==> config.mk <==
export PLATFORM = sky130hd
export DESIGN_NAME = alu_issue_stage
export DESIGN_NICKNAME = d
export VERILOG_FILES = /design/src/rtl/alu_pkg.sv /design/src/rtl/alu_ctrl_decode.sv /design/src/rtl/alu_issue_stage.sv
export SDC_FILE = /design/constraint.sdc
export NUM_CORES = 1
export LEC_CHECK = 0
export BUFFER_PORTS_ARGS = -buffer_cell sky130_fd_sc_hd__buf_2
export CAP_MARGIN = 20
export CORE_AREA = 5 5 244 246
export DETAILED_ROUTE_END_ITERATION = 7
export DIE_AREA = 0 0 249 251
export MAX_ROUTING_LAYER = met4
export PLACE_DENSITY_LB_ADDON = 0.2
export SLEW_MARGIN = 20
export SYNTH_ARGS = -nofsm -noshare
export SYNTH_HDL_FRONTEND = slang
export SYNTH_SLANG_ARGS = --single-unit
==> constraint.sdc <==
create_clock -name clk -period 4.3 [get_ports clk]
set_input_delay 0 -clock clk [delete_from_list [all_inputs] [get_ports clk]]
set_output_delay 0 -clock clk [all_outputs]
set_load 0.005 [all_outputs]
==> src/rtl/alu_pkg.sv <==
// Shared constants for the RV64I ALU issue path: ALU op codes, major opcodes,
// funct fields and the funct3 -> base ALU op mapping used by OP and OP-IMM.
package alu_pkg;

  localparam logic [3:0] ALU_ADD  = 4'h0;
  localparam logic [3:0] ALU_SUB  = 4'h1;
  localparam logic [3:0] ALU_AND  = 4'h2;
  localparam logic [3:0] ALU_OR   = 4'h3;
  localparam logic [3:0] ALU_XOR  = 4'h4;
  localparam logic [3:0] ALU_SLT  = 4'h5;
  localparam logic [3:0] ALU_SLTU = 4'h6;
  localparam logic [3:0] ALU_SLL  = 4'h7;
  localparam logic [3:0] ALU_SRL  = 4'h8;
  localparam logic [3:0] ALU_SRA  = 4'h9;
  localparam logic [3:0] ALU_ADDW = 4'hA;
  localparam logic [3:0] ALU_SUBW = 4'hB;
  localparam logic [3:0] ALU_SLLW = 4'hC;
  localparam logic [3:0] ALU_SRLW = 4'hD;
  localparam logic [3:0] ALU_SRAW = 4'hE;
  localparam logic [3:0] ALU_NONE = 4'hF;

  localparam logic [6:0] OPC_OP        = 7'b0110011;
  localparam logic [6:0] OPC_OP_IMM    = 7'b0010011;
  localparam logic [6:0] OPC_OP_32     = 7'b0111011;
  localparam logic [6:0] OPC_OP_IMM_32 = 7'b0011011;
  localparam logic [6:0] OPC_LUI       = 7'b0110111;
  localparam logic [6:0] OPC_AUIPC     = 7'b0010111;
  localparam logic [6:0] OPC_LOAD      = 7'b0000011;
  localparam logic [6:0] OPC_STORE     = 7'b0100011;
  localparam logic [6:0] OPC_JAL       = 7'b1101111;
  localparam logic [6:0] OPC_JALR      = 7'b1100111;

  localparam logic [2:0] F3_ADD  = 3'b000;
  localparam logic [2:0] F3_SLL  = 3'b001;
  localparam logic [2:0] F3_SLT  = 3'b010;
  localparam logic [2:0] F3_SLTU = 3'b011;
  localparam logic [2:0] F3_XOR  = 3'b100;
  localparam logic [2:0] F3_SR   = 3'b101;
  localparam logic [2:0] F3_OR   = 3'b110;
  localparam logic [2:0] F3_AND  = 3'b111;

  localparam logic [6:0] F7_BASE = 7'b0000000;
  localparam logic [6:0] F7_ALT  = 7'b0100000;
  localparam logic [5:0] F6_BASE = 6'b000000;
  localparam logic [5:0] F6_ALT  = 6'b010000;

  // Base (funct7=0) mapping; shifts and SUB/SRA are refined by the caller.
  function automatic logic [3:0] base_alu_op(input logic [2:0] f3);
    logic [3:0] op;
    case (f3)
      F3_ADD:  op = ALU_ADD;
      F3_SLL:  op = ALU_SLL;
      F3_SLT:  op = ALU_SLT;
      F3_SLTU: op = ALU_SLTU;
      F3_XOR:  op = ALU_XOR;
      F3_SR:   op = ALU_SRL;
      F3_OR:   op = ALU_OR;
      default: op = ALU_AND;
    endcase
    return op;
  endfunction

endpackage

==> src/rtl/alu_ctrl_decode.sv <==
// Combinational RV64I decoder: selects ALU operands and op code for one
// instruction; anything the ALU path does not support is flagged illegal.
module alu_ctrl_decode
  import alu_pkg::*;
#(
  parameter int XLEN = 64
) (
  input  logic [31:0]     inst,
  input  logic [XLEN-1:0] pc,
  input  logic [XLEN-1:0] rs1_data,
  input  logic [XLEN-1:0] rs2_data,
  output logic [XLEN-1:0] a,
  output logic [XLEN-1:0] b,
  output logic [3:0]      alu_op,
  output logic [4:0]      rd,
  output logic            wen,
  output logic            illegal
);

  logic [6:0]      opcode;
  logic [2:0]      funct3;
  logic [6:0]      funct7;
  logic [5:0]      funct6;
  logic [XLEN-1:0] imm_i;
  logic [XLEN-1:0] imm_s;
  logic [XLEN-1:0] imm_u;
  logic [XLEN-1:0] shamt6;
  logic [XLEN-1:0] shamt5;
  logic            unused_rs1_field;

  assign opcode = inst[6:0];
  assign funct3 = inst[14:12];
  assign funct7 = inst[31:25];
  assign funct6 = inst[31:26];
  assign imm_i  = {{(XLEN-12){inst[31]}}, inst[31:20]};
  assign imm_s  = {{(XLEN-12){inst[31]}}, inst[31:25], inst[11:7]};
  assign imm_u  = {{(XLEN-32){inst[31]}}, inst[31:12], 12'b0};
  assign shamt6 = {{(XLEN-6){1'b0}}, inst[25:20]};
  assign shamt5 = {{(XLEN-5){1'b0}}, inst[24:20]};
  assign unused_rs1_field = ^inst[19:15];

  logic [XLEN-1:0] a_raw;
  logic [XLEN-1:0] b_raw;
  logic [3:0]      op_raw;
  logic            wen_raw;
  logic            legal;

  always_comb begin
    a_raw   = '0;
    b_raw   = '0;
    op_raw  = ALU_NONE;
    wen_raw = 1'b0;
    legal   = 1'b0;
    case (opcode)
      OPC_OP: begin
        a_raw   = rs1_data;
        b_raw   = rs2_data;
        wen_raw = 1'b1;
        legal   = 1'b1;
        if (funct7 == F7_BASE)                        op_raw = base_alu_op(funct3);
        else if (funct7 == F7_ALT && funct3 == F3_ADD) op_raw = ALU_SUB;
        else if (funct7 == F7_ALT && funct3 == F3_SR)  op_raw = ALU_SRA;
        else                                           legal  = 1'b0;
      end
      OPC_OP_IMM: begin
        a_raw   = rs1_data;
        b_raw   = imm_i;
        wen_raw = 1'b1;
        legal   = 1'b1;
        case (funct3)
          F3_SLL: begin
            b_raw = shamt6;
            if (funct6 == F6_BASE) op_raw = ALU_SLL;
            else                   legal  = 1'b0;
          end
          F3_SR: begin
            b_raw = shamt6;
            if (funct6 == F6_BASE)     op_raw = ALU_SRL;
            else if (funct6 == F6_ALT) op_raw = ALU_SRA;
            else                       legal  = 1'b0;
          end
          default: op_raw = base_alu_op(funct3);
        endcase
      end
      OPC_OP_32: begin
        a_raw   = rs1_data;
        b_raw   = rs2_data;
        wen_raw = 1'b1;
        legal   = 1'b1;
        case ({funct7, funct3})
          {F7_BASE, F3_ADD}: op_raw = ALU_ADDW;
          {F7_BASE, F3_SLL}: op_raw = ALU_SLLW;
          {F7_BASE, F3_SR}:  op_raw = ALU_SRLW;
          {F7_ALT,  F3_ADD}: op_raw = ALU_SUBW;
          {F7_ALT,  F3_SR}:  op_raw = ALU_SRAW;
          default:           legal  = 1'b0;
        endcase
      end
      OPC_OP_IMM_32: begin
        a_raw   = rs1_data;
        wen_raw = 1'b1;
        legal   = 1'b1;
        // Word shifts only have a 5-bit shamt, so inst[25] must be clear.
        case (funct3)
          F3_ADD: begin
            b_raw  = imm_i;
            op_raw = ALU_ADDW;
          end
          F3_SLL: begin
            b_raw = shamt5;
            if (funct7 == F7_BASE) op_raw = ALU_SLLW;
            else                   legal  = 1'b0;
          end
          F3_SR: begin
            b_raw = shamt5;
            if (funct7 == F7_BASE)     op_raw = ALU_SRLW;
            else if (funct7 == F7_ALT) op_raw = ALU_SRAW;
            else                       legal  = 1'b0;
          end
          default: legal = 1'b0;
        endcase
      end
      OPC_LUI: begin
        b_raw   = imm_u;
        op_raw  = ALU_ADD;
        wen_raw = 1'b1;
        legal   = 1'b1;
      end
      OPC_AUIPC: begin
        a_raw   = pc;
        b_raw   = imm_u;
        op_raw  = ALU_ADD;
        wen_raw = 1'b1;
        legal   = 1'b1;
      end
      OPC_LOAD: begin
        a_raw   = rs1_data;
        b_raw   = imm_i;
        op_raw  = ALU_ADD;
        wen_raw = 1'b1;
        legal   = 1'b1;
      end
      OPC_STORE: begin
        a_raw  = rs1_data;
        b_raw  = imm_s;
        op_raw = ALU_ADD;
        legal  = 1'b1;
      end
      OPC_JAL, OPC_JALR: begin
        a_raw   = pc;
        b_raw   = XLEN'(4);
        op_raw  = ALU_ADD;
        wen_raw = 1'b1;
        legal   = 1'b1;
      end
      default: legal = 1'b0;
    endcase
  end

  assign rd      = inst[11:7];
  assign alu_op  = legal ? op_raw : ALU_NONE;
  assign a       = legal ? a_raw : '0;
  assign b       = legal ? b_raw : '0;
  assign wen     = legal && wen_raw && (rd != 5'd0);
  assign illegal = !legal;

endmodule

==> src/rtl/alu_issue_stage.sv <==
// Issue stage in front of the 64-bit ALU: decodes one instruction per cycle
// into a registered output slot backed by a one-entry skid buffer.
module alu_issue_stage
  import alu_pkg::*;
#(
  parameter int XLEN = 64
) (
  input  logic            clk,
  input  logic            rstn,
  input  logic            flush,
  input  logic            in_valid,
  output logic            in_ready,
  input  logic [31:0]     in_inst,
  input  logic [XLEN-1:0] in_pc,
  input  logic [XLEN-1:0] in_rs1_data,
  input  logic [XLEN-1:0] in_rs2_data,
  output logic            out_valid,
  input  logic            out_ready,
  output logic [XLEN-1:0] out_a,
  output logic [XLEN-1:0] out_b,
  output logic [3:0]      out_alu_op,
  output logic [4:0]      out_rd,
  output logic            out_wen,
  output logic            out_illegal,
  output logic [XLEN-1:0] out_pc
);

  logic [XLEN-1:0] dec_a;
  logic [XLEN-1:0] dec_b;
  logic [3:0]      dec_op;
  logic [4:0]      dec_rd;
  logic            dec_wen;
  logic            dec_illegal;

  alu_ctrl_decode #(.XLEN(XLEN)) u_decode (
    .inst     (in_inst),
    .pc       (in_pc),
    .rs1_data (in_rs1_data),
    .rs2_data (in_rs2_data),
    .a        (dec_a),
    .b        (dec_b),
    .alu_op   (dec_op),
    .rd       (dec_rd),
    .wen      (dec_wen),
    .illegal  (dec_illegal)
  );

  logic            skid_valid;
  logic [XLEN-1:0] skid_a;
  logic [XLEN-1:0] skid_b;
  logic [3:0]      skid_op;
  logic [4:0]      skid_rd;
  logic            skid_wen;
  logic            skid_illegal;
  logic [XLEN-1:0] skid_pc;

  logic accept;
  logic slot_free;

  // in_ready comes straight from a flop, so upstream sees no comb path from out_ready.
  assign in_ready  = !skid_valid;
  assign accept    = in_valid && in_ready;
  assign slot_free = !out_valid || out_ready;

  always_ff @(posedge clk) begin
    if (!rstn) begin
      out_valid    <= 1'b0;
      out_a        <= '0;
      out_b        <= '0;
      out_alu_op   <= ALU_NONE;
      out_rd       <= '0;
      out_wen      <= 1'b0;
      out_illegal  <= 1'b0;
      out_pc       <= '0;
      skid_valid   <= 1'b0;
      skid_a       <= '0;
      skid_b       <= '0;
      skid_op      <= ALU_NONE;
      skid_rd      <= '0;
      skid_wen     <= 1'b0;
      skid_illegal <= 1'b0;
      skid_pc      <= '0;
    end else if (flush) begin
      out_valid  <= 1'b0;
      skid_valid <= 1'b0;
    end else if (slot_free) begin
      // A waiting skid entry is older than anything upstream, so it goes first.
      if (skid_valid) begin
        out_valid   <= 1'b1;
        out_a       <= skid_a;
        out_b       <= skid_b;
        out_alu_op  <= skid_op;
        out_rd      <= skid_rd;
        out_wen     <= skid_wen;
        out_illegal <= skid_illegal;
        out_pc      <= skid_pc;
        skid_valid  <= 1'b0;
      end else if (accept) begin
        out_valid   <= 1'b1;
        out_a       <= dec_a;
        out_b       <= dec_b;
        out_alu_op  <= dec_op;
        out_rd      <= dec_rd;
        out_wen     <= dec_wen;
        out_illegal <= dec_illegal;
        out_pc      <= in_pc;
      end else begin
        out_valid <= 1'b0;
      end
    end else if (accept) begin
      skid_valid   <= 1'b1;
      skid_a       <= dec_a;
      skid_b       <= dec_b;
      skid_op      <= dec_op;
      skid_rd      <= dec_rd;
      skid_wen     <= dec_wen;
      skid_illegal <= dec_illegal;
      skid_pc      <= in_pc;
    end
  end

endmodule

Word-level counts from Yosys, hierarchy flattened
Index checks and enable logic that the tools add are counted.
{ "classes": {"n_eq_ne": 22, "n_reduce_logical": 28, "mux": 52, "bitwise": 3} }
{ "ops": {"columns": ["op", "n"], "rows": [
  ["$mux 64", 9],
  ["$pmux 64 s7", 1],
  ["$pmux 64 s2", 2],
  ["$eq 7x6->1 const B", 5],
  ["$mux 4", 8],
  ["$pmux 3 s5", 2],
  ["$pmux 4 s7", 1],
  ["$eq 7x5->1 const B", 3],
  ["$eq 10x9->1 const B", 2],
  ["$pmux 4 s5", 1],
  ["$mux 1", 18],
  ["$eq 7x7->1 const B", 2],
  ["$pmux 4 s3", 1],
  ["$reduce_or 6->1", 2],
  ["$eq 10x1->1 const B", 1],
  ["$eq 10x3->1 const B", 1],
  ["$logic_not 10->1", 1],
  ["$mux 5", 2],
  ["$reduce_or 2->1", 5],
  ["$eq 3x3->1 const B", 3],
  ["$reduce_or 9->1", 1],
  ["$pmux 4 s2", 1],
  ["$eq 7x2->1 const B", 1],
  ["$logic_not 7->1", 1],
  ["19 further kinds", 31]
]} }
{ "totals": {"input_bits": 229, "ff_bits": 408, "elab_cells": 121, "output_inout_bits": 205} }

Depth between registers and ports, before layout
{ "depth": {"ltp_word": 10, "ltp_mapped": 10, "ltp_nobuf": 6} }

Modules after synthesis
A second synthesis with hierarchy kept.
{ "hier_totals": {"cells_unflattened": 2237, "hier_area_um2": 20390.8} }
{ "modules_own_cells": {"columns": ["module", "instances", "area_per_inst_um2", "seq_area_each_um2", "cells_each"], "rows": [
  ["alu_issue_stage", 1, 18012.3, 8167.8, 1823],
  ["alu_ctrl_decode", 1, 2378.5, 0.0, 414]
]} }

Least setup slack after synthesis
OpenSTA, ideal clock, no wires.
{ "synth_path": {"path_kind": "reg-to-reg", "from": "reg out_valid", "to": "reg out_pc[57]", "path_stages_with_launch": 8, "t_arrival_ns": 1.731, "setup_time_ns": 0.116, "setup_slack_ns": 2.453, "synth_period_minus_slack_ns": 1.847, "n_path_buf": 3, "required_time_ns": 4.184, "path_cell_list": "dfxtp_1 > nor2b_1 > nor3_1 > clkbuf_1 > clkbuf_1 > clkbuf_1 > nand2_1 > o211a_1"} }
{ "synth_between": {"elab_chain_cells": 3} }
{ "synth_lines": {"columns": ["element", "line", "text"], "rows": [
  ["start, declared", "alu_issue_stage.sv:17", "output logic out_valid,"],
  ["start signal, assigned", "alu_issue_stage.sv:67", "out_valid <= 1'b0;"],
  ["start signal, assigned", "alu_issue_stage.sv:84", "out_valid <= 1'b0;"],
  ["start signal, assigned", "alu_issue_stage.sv:89", "out_valid <= 1'b1;"],
  ["$logic_not 1->1", "alu_issue_stage.sv:63", "assign slot_free = !out_valid || out_ready;"],
  ["$logic_or 1x1->1", "alu_issue_stage.sv:63", null],
  ["$reduce_and 3->1 (no source line)", null, null],
  ["end signal, assigned", "alu_issue_stage.sv:96", "out_pc <= skid_pc;"],
  ["end signal, assigned", "alu_issue_stage.sv:106", "out_pc <= in_pc;"],
  ["end, declared", "alu_issue_stage.sv:25", "output logic [XLEN-1:0] out_pc"]
]} }
No other way between the ends.
A chain may end at the register's enable or synchronous reset.

Final worst setup path
{ "layout_path": {"from": "reg skid_valid", "to": "reg skid_pc[38]"} }
{ "layout_between": {"elab_chain_cells": 3} }
{ "layout_lines": {"columns": ["element", "line", "text"], "rows": [
  ["start, declared", "alu_issue_stage.sv:48", "logic skid_valid;"],
  ["start signal, assigned", "alu_issue_stage.sv:75", "skid_valid <= 1'b0;"],
  ["start signal, assigned", "alu_issue_stage.sv:85", "skid_valid <= 1'b0;"],
  ["start signal, assigned", "alu_issue_stage.sv:97", "skid_valid <= 1'b0;"],
  ["$logic_not 1->1", "alu_issue_stage.sv:61", "assign in_ready = !skid_valid;"],
  ["$logic_and 1x1->1", "alu_issue_stage.sv:62", "assign accept = in_valid && in_ready;"],
  ["$reduce_and 3->1 (no source line)", null, null],
  ["end signal, assigned", "alu_issue_stage.sv:118", "skid_pc <= in_pc;"],
  ["end, declared", "alu_issue_stage.sv:55", "logic [XLEN-1:0] skid_pc;"]
]} }
No other way between the ends.

==> results.json <==
{
  "status": "completed",
  "grt_pass1_wl_um": 108000,
  "synth_fp_nets": 2342,
  "grt_pass1_vias": 18600,
  "setup_viol": 0,
  "path_delay_family": "buffers and inverters",
  "die_h_um": 251,
  "fill_cells": 5530,
  "synth_xor_area_frac": 0.00141,
  "antenna_found_initial": 3,
  "crit_start": "skid_valid",
  "core_area_um2": 57100,
  "gp_congestion": 0.820,
  "seq_area_frac_synth": 0.439,
  "grt.overflow.total": 0,
  "cts_root_buf": "clkbuf_16",
  "wl_per_cell_um": 20.4,
  "grt_setup_unrepaired": "no",
  "synth_fa_ha_area_frac": 0,
  "async_reset_ff_frac": 0,
  "synth_top_family_by_area": "compound AO/OA/AOI/OAI gates",
  "cts_buffers": 50,
  "hp-start": "in_inst[28]",
  "slew_headroom": 0.262,
  "finalCriticalPeriod_ns": 3.06,
  "cts_setup_buffers": 0,
  "drive_gt1_frac": 0.226,
  "post-route-period-util": 0.712,
  "tightest_slew_ns": 1.11,
  "dieArea_um2": 62500,
  "ys_warn_count": 0,
  "io_buffers": 433,
  "synth-edff-count": 0,
  "fin_cells": 3459,
  "maxSlewViolCount": 0,
  "pre_cts_ws_ns": 1.41,
  "maxCapViolations": 0,
  "clk_pin_slew_ns": 0.06,
  "drtIter0Drc": 1444,
  "synth_ff_type": "dfxtp_1",
  "drcViolationCount": 0,
  "required_ns": 4.83,
  "startpoint_type": "register",
  "syn_inst": 2113,
  "syn_area_um2": 18600,
  "postLayoutSetupSlackWorst_ns": 1.24,
  "htreeDepth": 2,
  "synth_cell_types": 65,
  "cp_max_fo": 153,
  "clockBufferDepth": 3,
  "cpPeakStageDelay_ns": 0.73,
  "rrSetupSlack_ns": 1.24,
  "fp-row-count": 88,
  "endpoint_kind": "register",
  "avgSynthCellArea_um2": 8.80,
  "synth_compound_area_frac": 0.308,
  "synth_mux_area_frac": 0.0371,
  "dr.pass1.iters": 5,
  "pin_count": 434,
  "drt-total-wl_um": 70400,
  "min_path_type": "in -> reg",
  "synth-simple-area-share": 0.162,
  "dp_hpwl_um": 42500,
  "worstSetupPathType": "reg -> reg",
  "reg2reg_from": "skid_valid",
  "power_w": 0.00926,
  "slowest_stage": "dfxtp_4",
  "cp.buffers_inverters": 2,
  "cts_sinks": 408,
  "worstPathArrival_ns": 3.60,
  "viasPerCell": 5.35,
  "antenna_left": 0,
  "nNetsFinal": 2885,
  "cts_tree": "yes",
  "grt_max_degree": 164,
  "power_density_nw_per_um2": 365,
  "start_util": 0.325,
  "ys_ff_latch": 408,
  "fmax_ghz": 0.326,
  "grt_use_total": 0.219,
  "finalHoldViolCount": 0,
  "die_w_um": 249,
  "numPlacedInstances": 3113,
  "finClkSkew_ns": 0.0186,
  "vias": 18500,
  "worstPathCellList": "nor2_1 > nand3_4 > buf_12 > nand2_1 > a21boi_0 > dlygate4sd3_1",
  "clock_latency_ns": 0.59,
  "syn2layout_area_growth_pct": 36.5,
  "leakagePower_nw": 10.8,
  "fin_setup_tns_ns": 0,
  "peakVddDrop_mv": 0.337,
  "finish.utilization": 0.444
}
==> layout make-up <==
cell class	count	area, um2	area share
diodes	2	5.00	0.000197
clock buffers	71	1430	0.0564
clock inverters	17	219	0.00863
inverters	6	22.5	0.000887
multi-input cells	1475	9540	0.376
flip-flops and latches	408	8170	0.322
well taps	765	957	0.0377
repair buffers	715	5030	0.198
==> worst paths after layout <==
kind	end	depth (start not counted)
worst max register to register	skid_pc[38]	6
worst min-delay path	out_b[28]	4
worst min register to register	skid_pc[55]	2
worst max-delay path	skid_pc[38]	6
==> cells in the final DEF (no fill, tap or decap), drive strengths merged, types with 8 or more instances in the layout <==
cell and n:
a221oi 91, nor2 137, nand2 349, buf 459, clkbuf 71, clkinv 9, o21ai 144, dlygate4sd3 256
dfxtp 408, mux2i 69, and2 9, a21boi 159, a21oi 55, nand3 100, o31ai 8, o211a 70
a22o 102, a31oi 8, o211ai 35, nand2b 13, a221o 19, or3 38
==> synth_stat cells, types with 12 or more instances <==
cell	n	share of area
clkbuf_1	165	0.033
nand2_1	349	0.070
a221oi_1	41	0.019
or3_1	37	0.012
buf_2	38	0.010
nand3_1	99	0.027
o211ai_1	35	0.014
a221o_1	19	0.010
nand2b_1	12	0.0040
buf_1	12	0.0024
o21ai_0	144	0.039
o211a_1	70	0.038
nor2_1	136	0.027
a21oi_1	55	0.015
a21boi_0	139	0.056
a22o_1	102	0.048
a221oi_2	50	0.040
a21boi_1	20	0.0081
dfxtp_1	408	0.44
mux2i_1	69	0.037
==> stage by stage <==
stage | instance area (um2) | hold WS (ns)
5_1_grt | 25400 | 0.0320
4_1_cts | 25400 | 0.000422
6_report | 25400 | 0.0417
3_5_place_dp | 21200 | 0.280
3_3_place_gp | 21200 | 0.271
2_1_floorplan | 18600 | 0.145
==> tightest hold or removal path, stage by stage <==
cell and delay [ns]:
buf_2 0.15, a221o_1 0.25, a221oi_2 0.08, nor2_1 0.10
==> repair_timing <==
item / CTS / global route
hold buffers: 256 / 0
hold endpoints to repair: 398 / 0
setup endpoints to repair: 0 / 0
gates resized for setup: 0 / 0
==> state kept, by name, indices dropped and copies added (netlist names) <==
name	count
out_a	64
out_alu_op	4
out_b	64
out_illegal	1
out_pc	64
out_rd	5
out_valid	1
out_wen	1
skid_a	64
skid_b	64
skid_illegal	1
skid_op	4
skid_pc	64
skid_rd	5
skid_valid	1
skid_wen	1
==> per-layer routing <==
metal	global-route usage	wire length, um
met1	0.272	30200
met2	0.343	32300
met3	0.0581	5190
met4	0.0801	2720
met5	-	0
==> power breakdown <==
| group | internal, W | switching, W |
|---|---|---|
| combinational | 0.000479 | 0.000561 |
| clock | 0.00255 | 0.00169 |
| sequential | 0.00391 | 0.0000655 |
==> cells by family (layout without fill, tap and decap cells) <==
family	after synthesis	count (layout)
flip-flops	408	408
XOR/XNOR	3	3
buffers and inverters	230	809
other	0	2
AO/OA/AOI/OAI	716	716
AND/OR/NAND/NOR	687	687
multiplexers	69	69
(Power assumes the default switching activity.)
